--- config.mk ---
export PLATFORM = sky130hd
export DESIGN_NAME = ibex_dbus_router
export DESIGN_NICKNAME = d
export VERILOG_FILES = /design/src/rtl/ibex_dbus_router.sv
export SDC_FILE = /design/constraint.sdc
export NUM_CORES = 1
export LEC_CHECK = 0
export CAP_MARGIN = 20
export CORE_AREA = 2 2 95 97
export CTS_CLUSTER_DIAMETER = 60
export DETAILED_ROUTE_END_ITERATION = 12
export DIE_AREA = 0 0 97 99
export HOLD_SLACK_MARGIN = 0.03
export PLACE_DENSITY = 0.7
export SETUP_SLACK_MARGIN = 0.4
export SLEW_MARGIN = 5
export SYNTH_ARGS = -nofsm -noshare
export SYNTH_HDL_FRONTEND = slang
export SYNTH_SLANG_ARGS = --single-unit
--- constraint.sdc ---
create_clock -name clk_sys_i -period 8.9 [get_ports clk_sys_i]
set_input_delay 1.78 -clock clk_sys_i [delete_from_list [all_inputs] [get_ports clk_sys_i]]
set_output_delay 1.78 -clock clk_sys_i [all_outputs]
set_load 0.05 [all_outputs]
--- src/rtl/ibex_dbus_router.sv ---
// Routes the Ibex LSU data port to NumDev memory-mapped targets with in-order responses.
// Optional response watchdog and stale-response filtering: define DBUS_TIMEOUT_EN.
module ibex_dbus_router #(
   parameter int unsigned          NumDev         = 2,
   parameter logic [32*NumDev-1:0] DevBase        = {32'h8000_0000, 32'h0010_0000},
   parameter logic [32*NumDev-1:0] DevMask        = {32'hFFFF_0000, 32'hFFF0_0000},
   parameter int unsigned          MaxOutstanding = 2,
   parameter int unsigned          TimeoutCycles  = 255
) (
   input  logic                     clk_sys_i,
   input  logic                     rst_sys_ni,
   input  logic                     host_req_i,
   output logic                     host_gnt_o,
   input  logic                     host_we_i,
   input  logic [3:0]               host_be_i,
   input  logic [31:0]              host_addr_i,
   input  logic [31:0]              host_wdata_i,
   output logic                     host_rvalid_o,
   output logic [31:0]              host_rdata_o,
   output logic                     host_err_o,
   output logic [NumDev-1:0]        dev_req_o,
   input  logic [NumDev-1:0]        dev_gnt_i,
   output logic                     dev_we_o,
   output logic [3:0]               dev_be_o,
   output logic [31:0]              dev_addr_o,
   output logic [31:0]              dev_wdata_o,
   input  logic [NumDev-1:0]        dev_rvalid_i,
   input  logic [32*NumDev-1:0]     dev_rdata_i,
   input  logic [NumDev-1:0]        dev_err_i
);
   localparam int unsigned TagW = 3;
   localparam int unsigned PtrW = (MaxOutstanding > 1) ? $clog2(MaxOutstanding) : 1;
   localparam int unsigned CntW = $clog2(MaxOutstanding + 1);
   localparam logic [TagW-1:0] TagErr = TagW'(NumDev);

   if (NumDev < 1 || NumDev > 4 || MaxOutstanding < 1 || TimeoutCycles < 1) begin : g_bad_cfg
      $error("ibex_dbus_router: unsupported parameter set");
   end

   logic [TagW-1:0]   fifo_q [MaxOutstanding];
   logic [PtrW-1:0]   rd_ptr_q, wr_ptr_q;
   logic [CntW-1:0]   count_q;
   logic [TagW-1:0]   tail_q, sel_tag, head_tag;
   logic [NumDev-1:0] sel_oh, head_oh, stale_nz, swallow;
   logic              sel_is_err, head_is_err, head_is_dev, blocked, fire, push, pop;
   logic              dev_resp, tmo, head_err;
   logic [31:0]       head_rdata;

   function automatic logic [PtrW-1:0] ptr_inc(input logic [PtrW-1:0] p);
      return (p == PtrW'(MaxOutstanding - 1)) ? '0 : p + 1'b1;
   endfunction

   // Reverse scan so the lowest-index hit is the one left standing.
   always_comb begin
      sel_oh  = '0;
      sel_tag = TagErr;
      for (int i = NumDev - 1; i >= 0; i--) begin
         if ((host_addr_i & DevMask[32*i +: 32]) == DevBase[32*i +: 32]) begin
            sel_oh    = '0;
            sel_oh[i] = 1'b1;
            sel_tag   = TagW'(i);
         end
      end
   end

   assign sel_is_err  = (sel_tag == TagErr);
   assign head_tag    = fifo_q[rd_ptr_q];
   assign head_is_err = (count_q != '0) && (head_tag == TagErr);
   assign head_is_dev = (count_q != '0) && (head_tag != TagErr);

   always_comb begin
      head_oh    = '0;
      head_rdata = '0;
      head_err   = 1'b0;
      for (int i = 0; i < NumDev; i++) begin
         if ((count_q != '0) && (head_tag == TagW'(i))) begin
            head_oh[i] = 1'b1;
            head_rdata = dev_rdata_i[32*i +: 32];
            head_err   = dev_err_i[i];
         end
      end
   end

   // Only one target may have live traffic at a time, which keeps responses in issue order.
   assign blocked = (count_q == CntW'(MaxOutstanding)) ||
                    ((count_q != '0) && (tail_q != sel_tag)) ||
                    (|(sel_oh & stale_nz));
   assign fire    = host_req_i & ~blocked & rst_sys_ni;

   assign host_gnt_o = fire & (sel_is_err | (|(dev_gnt_i & sel_oh)));
   assign dev_req_o  = fire ? sel_oh : '0;
   assign push       = host_gnt_o;

   assign dev_we_o    = host_we_i;
   assign dev_be_o    = host_be_i;
   assign dev_addr_o  = host_addr_i;
   assign dev_wdata_o = host_wdata_i;

   assign dev_resp      = |(dev_rvalid_i & ~swallow & head_oh);
   assign pop           = head_is_err | dev_resp | tmo;
   assign host_rvalid_o = pop;
   assign host_rdata_o  = dev_resp ? head_rdata : 32'h0;
   assign host_err_o    = head_is_err | tmo | (dev_resp & head_err);

   always_ff @(posedge clk_sys_i or negedge rst_sys_ni) begin
      if (!rst_sys_ni) begin
         count_q  <= '0;
         rd_ptr_q <= '0;
         wr_ptr_q <= '0;
         tail_q   <= TagErr;
         for (int i = 0; i < MaxOutstanding; i++) fifo_q[i] <= TagErr;
      end else begin
         count_q <= count_q + CntW'(push) - CntW'(pop);
         if (push) begin
            fifo_q[wr_ptr_q] <= sel_tag;
            wr_ptr_q         <= ptr_inc(wr_ptr_q);
            tail_q           <= sel_tag;
         end
         if (pop) rd_ptr_q <= ptr_inc(rd_ptr_q);
      end
   end

`ifdef DBUS_TIMEOUT_EN
   localparam int unsigned TmoW = $clog2(TimeoutCycles + 1);
   logic [TmoW-1:0]             tmo_cnt_q, tmo_cnt_d;
   logic [NumDev-1:0][CntW-1:0] stale_q, stale_d;

   // A swallowed rvalid belongs to an abandoned transaction, so the head keeps waiting.
   assign swallow = dev_rvalid_i & stale_nz;
   assign tmo     = head_is_dev & ~dev_resp & (tmo_cnt_q == TmoW'(TimeoutCycles - 1));

   always_comb begin
      stale_nz  = '0;
      stale_d   = stale_q;
      tmo_cnt_d = tmo_cnt_q;
      if (pop) tmo_cnt_d = '0;
      else if (head_is_dev) tmo_cnt_d = tmo_cnt_q + 1'b1;
      for (int i = 0; i < NumDev; i++) begin
         stale_nz[i] = (stale_q[i] != '0);
         stale_d[i]  = stale_q[i] + CntW'(tmo & head_oh[i]) - CntW'(swallow[i]);
      end
   end

   always_ff @(posedge clk_sys_i or negedge rst_sys_ni) begin
      if (!rst_sys_ni) begin
         tmo_cnt_q <= '0;
         stale_q   <= '0;
      end else begin
         tmo_cnt_q <= tmo_cnt_d;
         stale_q   <= stale_d;
      end
   end
`else
   assign stale_nz = '0;
   assign swallow  = '0;
   assign tmo      = 1'b0;
`endif

   assert property (@(posedge clk_sys_i) disable iff (!rst_sys_ni)
      (dev_rvalid_i & ~(head_oh | stale_nz)) == '0)
      else $error("ibex_dbus_router: rvalid from a device with no outstanding request");

endmodule
==> After elaboration in Yosys (flattened, before gate mapping) <==
Cells that the tools add are included.
{ "op_classes": {"add_sub_neg": 4, "order_cmp": 3, "eq_ne": 7, "mux": 20, "n_bitwise": 12, "n_reduce_logical": 10} }
{ "ops": {"columns": ["operator", "count"], "rows": [
  ["$mux W32", 3],
  ["$eq A16 B16 Y1 const B", 1],
  ["$eq A12 B1 Y1 const B", 1],
  ["$mux W3", 4],
  ["$mux W2", 5],
  ["$bwmux W6", 1],
  ["$eq A3 B2 Y1 const B", 2],
  ["$mux W1", 6],
  ["$logic_and A1 B1 Y1", 5],
  ["$and A1 B1 Y1", 4],
  ["$and A2 B2 Y2", 2],
  ["$ge A2 B2 Y1 const B", 2],
  ["$not A1 Y2", 2],
  ["$reduce_or A2 Y1", 2],
  ["$demux W3 S1", 1],
  ["$eq A3 B1 Y1 const B", 1],
  ["$logic_not A3 Y1", 1],
  ["$ne A3 B3 Y1", 1],
  ["$or A1 B1 Y1", 3],
  ["$add A1 B1 Y1 const B", 2],
  ["$add A2 B1 Y2", 1],
  ["$eq A2 B2 Y1 const B", 1],
  ["$lt A2 B1 Y1 const B", 1],
  ["$reduce_bool A2 Y1", 1],
  ["3 further kinds", 3]
]} }
{ "word_totals": {"regBits": 13, "input_bits": 142} }

==> Longest topological paths before layout <==
Gate-level depths: netlist (run 1).
{ "depth": {"ltp_word": 12, "depth_mapped": 10, "ltp_nobuf": 9} }

==> Worst setup path before layout (run 1) <==
Ideal clock, no wire load.
{ "synth_timing": {"path_type": "input -> output", "start": "in host_addr_i[27]", "end": "out dev_req_o[0]", "t_arrival_ns": 4.901, "path_slack_ns": 2.219, "cell_stages": 5, "n_path_buf": 0, "cell_sequence": "or4_4 or4_1 a211o_1 and2_2 nor4_1"} }
{ "synth_between": {"elab_chain_len": 10, "word_cells_on_any_way": 12, "classes_between": "3 x eq/ne; 4 x mux; 3 x bitwise; 2 x reduce/logical"} }
{ "synth_lines": {"columns": ["element", "line", "source"], "rows": [
  ["from (decl)", "16", "input logic [31:0] host_addr_i,"],
  ["$eq A16 B16 Y1", "58", "if ((host_addr_i & DevMask[32*i +: 32]) == DevBase[32*i +: 32]) begin"],
  ["$mux W2 (2 in series)", "58", null],
  ["$ne A3 B3 Y1", "86", "((count_q != '0) && (tail_q != sel_tag)) ||"],
  ["$logic_and A1 B1 Y1", "86", null],
  ["$logic_or A1 B1 Y1", "85", "assign blocked = (count_q == CntW'(MaxOutstanding)) ||"],
  ["$not A1 Y1", "88", "assign fire = host_req_i & ~blocked & rst_sys_ni;"],
  ["$and A1 B1 Y1 (2 in series)", "88", null],
  ["$mux W2 (*)", "91", "assign dev_req_o = fire ? sel_oh : '0;"],
  ["to (decl)", "21", "output logic [NumDev-1:0] dev_req_o,"]
]} }
Every way passes the cells marked *; elsewhere a longest branch is shown, timed or not.

==> Final worst setup path (run 1) <==
{ "layout_timing": {"start": "in host_addr_i[21]", "end": "out host_gnt_o"} }
{ "layout_between": {"elab_chain_len": 10, "word_cells_on_any_way": 17, "classes_between": "4 x eq/ne; 4 x mux; 6 x bitwise; 3 x reduce/logical"} }
{ "layout_lines": {"columns": ["element", "line", "source"], "rows": [
  ["$eq A16 B16 Y1", "58", null],
  ["$mux W2 (2 in series)", "58", null],
  ["$ne A3 B3 Y1", "86", null],
  ["$logic_and A1 B1 Y1", "86", null],
  ["$logic_or A1 B1 Y1", "85", null],
  ["$not A1 Y1", "88", null],
  ["$and A1 B1 Y1 (2 in series)", "88", null],
  ["$and A1 B1 Y1 (*)", "90", "assign host_gnt_o = fire & (sel_is_err | (|(dev_gnt_i & sel_oh)));"],
  ["to (decl)", "13", "output logic host_gnt_o,"]
]} }
Marks and branches as above.

==> reports/results.txt, run 1 <==
run status - complete, no violations
largest family of logic cells by synthesized area - buffers and inverters
pin count of the biggest net entering global routing - 35
# rows - 34
biggest area consumer among synthesized cells - buf_4
Compound-Gate Fraction of Synth Area - 18.2%
post-synthesis simple-gate area fraction - 25.7%
fillers - 894
Pleak - 1.07 nW
Synth Register Bits - 10
Unique masters post-synth - 40
period utilisation layout - 76.3%
Initial Util - 20.3%
Critical R2R Launch - rd_ptr_q
Crit. End Element - primary output
Hold Fails Final Rpt - 0
number of global-route vias before repair - 1,770
final WL - 5830 µm
synth top area cells - buf_4 (30%), nand2_1 (16%), dfrtp_1 (10%)
GR Overflow Total - 0
hpwl dp - 4720 µm
Cells after Synth - 255
GP Congestion - 0.746
Post-CTS Resized - 0
WL/cell - 13.6 µm
first-pass GRT wire length - 8900 µm
most common cell in the synthesized netlist - nand2_1
Layout Utilization - 32.8%
layout cells sized above 1 - 8.07%
HP Start - fifo_q[1]
hold depth - 2
Clock Latency Late Sink - 230 ps
CP Max Fanout - 8
reg2reg setup slack - 5950 ps
mux cell area share after synthesis - 4.33%
clk root buf - clkbuf_8
ant diodes - 0
synthesized net count - 399
DRC - 0
yosys warns - 0
post-CTS setup buffers - 0
All-Layer GR Usage - 11.2%
Yosys top cell area share - 29.8%
RSZ-0062 raised after global routing - false
min cycle time layout - 6790 ps
most frequent cells after synthesis - nand2_1 (72), buf_4 (69), a21oi_1 (34), clkbuf_1 (10), dfrtp_1 (7)
fmax - 0.147 GHz
share of flip-flops with an asynchronous set or reset - 100%
relative slew slack - 53.7%
Top Ports - 248
crit path launch type - input pin
Setup Total Neg Slack - 0 ps
Max-Cap Viols - 0
critical path type - input pin to primary output
Worst IR Drop VDD - 0.100 mV
Die Wd - 97 µm
Avg Vias per Cell - 4.29
CTS H-tree lvls - 1
nets@finish - 467
total vias in the final route - 1,844
Die Height - 99 µm
power per cell area - 207 mW/mm²
clk sinks - 10
Arr. time, crit path - 5010 ps
synth-to-layout area growth - 61.6%
worst hold-check path type - register to register
Final ANT Viol Nets - 0
TritonCTS Buffers - 3
synthesized area per cell - 6.81 µm²
Max Buffers Root-to-Sink - 2
initial antenna violation count - 0
Worst Hold Path EP - fifo_q[1]
TritonRoute pass-1 iters - 4
TritonCTS clock tree - built
Setup Skew - 3.47 ps
hold_buf cts - 0
Worst Tran Pin Value - 695 ps
Post-Synth Adder-Cell Area - 1.44%
full die area - 0.00960 mm²
max-slew violations - 0
sequential element share of the synthesized area - 14.6%
Initial DRC Count - 53
Core Area - 0.00855 mm²
mapped cell area - 0.00174 mm²
worst r2r path cells - 9
Clock transition at path regs - 50 ps
R2R Path End - count_q[1]
dominant synthesized flop cell - dfrtp_1
xor and xnor area share after synthesis - 2.02%
Power Total - 0.000580 W
count of input and output buffers - 141
Worst Path Required - 7120 ps
final setup vio count - 0
number of synthesized flops with an enable pin - 0
[worst max-delay path: stages]
cell and delay (ps):
clkdlybuf4s50_1 440, or4b_1 670, or4_1 450, a211o_1 370, a211oi_2 420, clkdlybuf4s50_1 880
[final cells by class]
type	count	area [µm²]	share of cell area, %
timing repair buffer	143	1430	50.9
clock buffer	4	55.1	1.96
inverter	6	22.5	0.803
multi-input combinational	159	911	32.5
sequential	10	254	9.06
tap	108	135	4.82
[logic make-up after synthesis]
| kind of cell | after synthesis |
|---|---|
| simple gates | 96 |
| fa+ha+maj | 2 |
| compound gates | 50 |
| xor+xnor | 4 |
| buf+inv | 86 |
| flops | 10 |
| mux | 7 |
[per-layer routing]
metal	GRT usage, %	routed length, µm	share of wire, %
met5	0	0	0
met4	3.90	156	2.7
met3	3.76	494	8.5
met2	19.1	2880	49
met1	13.2	2300	39
[metrics by stage]
stage                     hold slack [ps]  area [µm²]  setup slack [ps]  std cells
after floorplan                       440        1740              2220        255
after global placement                459        2750              2080        426
after detailed placement              452        2750              2100        426
after CTS                             460        2800              2090        430
after global routing                  484        2800              1950        430
final                                 458        2800              2110        430
[worst max-delay path by stage]
stage	from	endpoint	slack, ps	depth (start not counted)
2_1_floorplan	host_addr_i[27]	dev_req_o[0]	2220	5
3_3_place_gp	host_addr_i[31]	dev_req_o[0]	2080	7
3_5_place_dp	host_addr_i[17]	dev_req_o[0]	2100	7
4_1_cts	host_addr_i[17]	dev_req_o[0]	2090	7
5_1_grt	host_addr_i[17]	dev_req_o[0]	1950	7
6_report	host_addr_i[21]	host_gnt_o	2110	6
[where the power goes]
part / internal, W / switching, W / leakage (nW)
Combinational: 0.000163 / 0.000276 / 0.920
Sequential: 0.0000683 / 0.0000179 / 0.120
Clock: 0.0000388 / 0.0000165 / 0.0288
[layout by cell type (no fill, tap or decap), types with 2 or more instances in the layout]
master,synthesis,layout
clkdlybuf4s50_1,0,141
nand2_1,72,72
a21oi_1,34,34
dfrtp_1,7,7
inv_1,6,6
nor2_1,4,4
o21ai_0,4,4
clkbuf_8,0,4
xnor2_1,3,3
mux2_1,3,3
dfstp_2,3,3
a211o_1,2,2
or4_4,2,2
or2_2,2,2
and2b_2,2,2
nor4_1,2,2
mux2i_1,3,2
a2111oi_2,2,2
nand3_1,2,2
o2bb2ai_1,2,2
ha_1,2,2
buf_4,69,2
[registers in the layout, indices dropped and copies added (netlist names)]
name / count
tail_q: 2
count_q: 2
wr_ptr_q: 1
rd_ptr_q: 1
fifo_q: 4
Note: power is estimated with default switching activity, not from simulation.
==> inputs of run 2 (changes only) <==
CORE_AREA = 2 2 96 98   (was 2 2 95 97)
DIE_AREA = 0 0 98 100   (was 0 0 97 99)
PLACE_DENSITY = 0.69   (was 0.7)
clock period = 7.1 ns   (was 8.9 ns; I/O delays follow)
==> run 2 against run 1 <==
Effect of this change: non-clock buffer count unchanged; sequential share of layout area shrank 0.10 points; combinational power is 26% higher; routed wire length fell by 1.9%; clock power grew 29%; clock skew is essentially flat; core utilization fell by 0.90 points; largest cell class unchanged; critical path type unchanged.
==> reports/results.txt, run 2 (synthesis gave the netlist of run 1 again) <==
Core Area - 0.00889 mm²
power per cell area - 259 mW/mm²
Initial DRC Count - 56
Setup Skew - 3.72 ps
sw frac - 53.5%
clk sinks - 10
Post-CTS Resized - 0
GRT met1 Usage - 13.0%
full die area - 0.00980 mm²
P_int - 0.000342 W
Top Ports - 248
Crit. End Element - primary output
FF/Latch Area - 254 µm²
period utilisation layout - 86.0%
critical path type - input pin to primary output
relative slew slack - 53.1%
most common cell after layout, fill and taps aside - clkdlybuf4s50_1
Worst IR Drop VDD - 0.100 mV
TritonCTS Buffers - 3
hold_buf cts - 0
DRC - 0
ant diodes - 0
initial antenna violation count - 0
max-slew violations - 0
GR Overflow Total - 0
All-Layer GR Usage - 10.8%
Max-Cap Viols - 0
fillers - 944
# rows - 35
Worst Path Required - 5680 ps
Die Wd - 98 µm
GP Congestion - 0.733
crit path launch type - input pin
Power Total - 0.000734 W
worst hold slack - 470 ps
worst hold-check path type - register to register
post-CTS setup buffers - 0
Worst Tran Pin Value - 703 ps
number of global-route vias before repair - 1,880
Initial Util - 19.5%
Max Buffers Root-to-Sink - 2
TritonCTS clock tree - built
clk root buf - clkbuf_8
clock group share of total power - 9.7%
Switching Power - 0.000392 W
first-pass GRT wire length - 8880 µm
nets@finish - 467
Combinational Power Share - 75.6%
met3 Use GR - 2.86%
Flop pwr share - 14.7%
met2 Use GR - 18.8%
fmax - 0.164 GHz
Clock transition at path regs - 50 ps
max reg flops - 4
Largest regs - fifo_q: 4 flops, count_q: 2 flops, tail_q: 2 flops
Die Height - 100 µm
Largest Register - fifo_q
final setup vio count - 0
synth-to-layout area growth - 63.4%
CTS H-tree lvls - 1
most frequent cells in the layout - clkdlybuf4s50_1 (141), nand2_1 (72), a21oi_1 (34)
RSZ-0062 raised after global routing - false
TritonRoute pass-1 iters - 4
total vias in the final route - 1,882
CP Max Fanout - 6
hpwl dp - 4550 µm
Layout Utilization - 31.9%
global route hottest layer - met2
count of input and output buffers - 141
final WL - 5720 µm
Clock Latency Late Sink - 240 ps
Avg Vias per Cell - 4.35
Pleak - 1.08 nW
Arr. time, crit path - 4680 ps
run status - complete, no violations
layout cells sized above 1 - 8.07%
WL/cell - 13.2 µm
Hold Fails Final Rpt - 0
Multi-input gate area - 911 µm²
min cycle time layout - 6100 ps
Setup Total Neg Slack - 0 ps
pin count of the biggest net entering global routing - 36
Final ANT Viol Nets - 0
run 2: routing by layer:
metal / up-vias / part of all wire [%]
met1: 870 / 41
met4: 0 / 2.0
met2: 71 / 51
li1: 918 / -
met3: 23 / 6.4
met5: - / 0
run 2: cell type report:
cell class                      instances  share of cell area, %
Clock buffer                            4                   1.94
Timing Repair Buffer                  143                   51.3
Tap cell                              111                   4.90
Multi-Input combinational cell        159                   32.1
Inverter                                6                  0.794
Sequential cell                        10                   8.96
run 2: worst paths after layout:
path | endpoint | slack [ps] | from | cells past startpoint
max | dev_req_o[0] | 1000 | host_addr_i[17] | 7
min | fifo_q[1] | 470 | fifo_q[1] | 2
max reg2reg | count_q[1] | 4120 | rd_ptr_q | 9
min reg2reg | fifo_q[1] | 470 | fifo_q[1] | 2
max in group asynchronous | fifo_q[4] | 5180 | rst_sys_ni | 1
min in group asynchronous | count_q[1] | 1550 | rst_sys_ni | 1
run 2: power groups by stage:
stage | combinational (W) | sequential, W | clock, W
after floorplan | 0.000446 | 0.0000980 | 0
after global placement | 0.000547 | 0.000107 | 0
after detailed placement | 0.000552 | 0.000109 | 0
after CTS | 0.000554 | 0.000108 | 0.0000733
after global routing | 0.000590 | 0.000111 | 0.0000763
final | 0.000555 | 0.000108 | 0.0000713
run 2: through the flow:
stage | instance area (µm²) | std cells | worst slack (ps)
final | 2840 | 433 | 995
after global routing | 2840 | 433 | 837
after CTS | 2790 | 431 | 984
after detailed placement | 2740 | 427 | 980
after global placement | 2740 | 427 | 1010
after floorplan | 1740 | 255 | 1140
run 2: critical path, stage by stage:
cell             delay [ps]
clkdlybuf4s50_1         410
or4b_2                  740
nor4_2                  620
a221oi_2                200
and2_2                  230
nor4_1                  210
clkdlybuf4s50_1         850
==> inputs of run 3 (changes only) <==
SLEW_MARGIN = not set   (was 5)
==> results of run 3 <==
No change in the layout: final DEF, timing and power equal those of run 2.
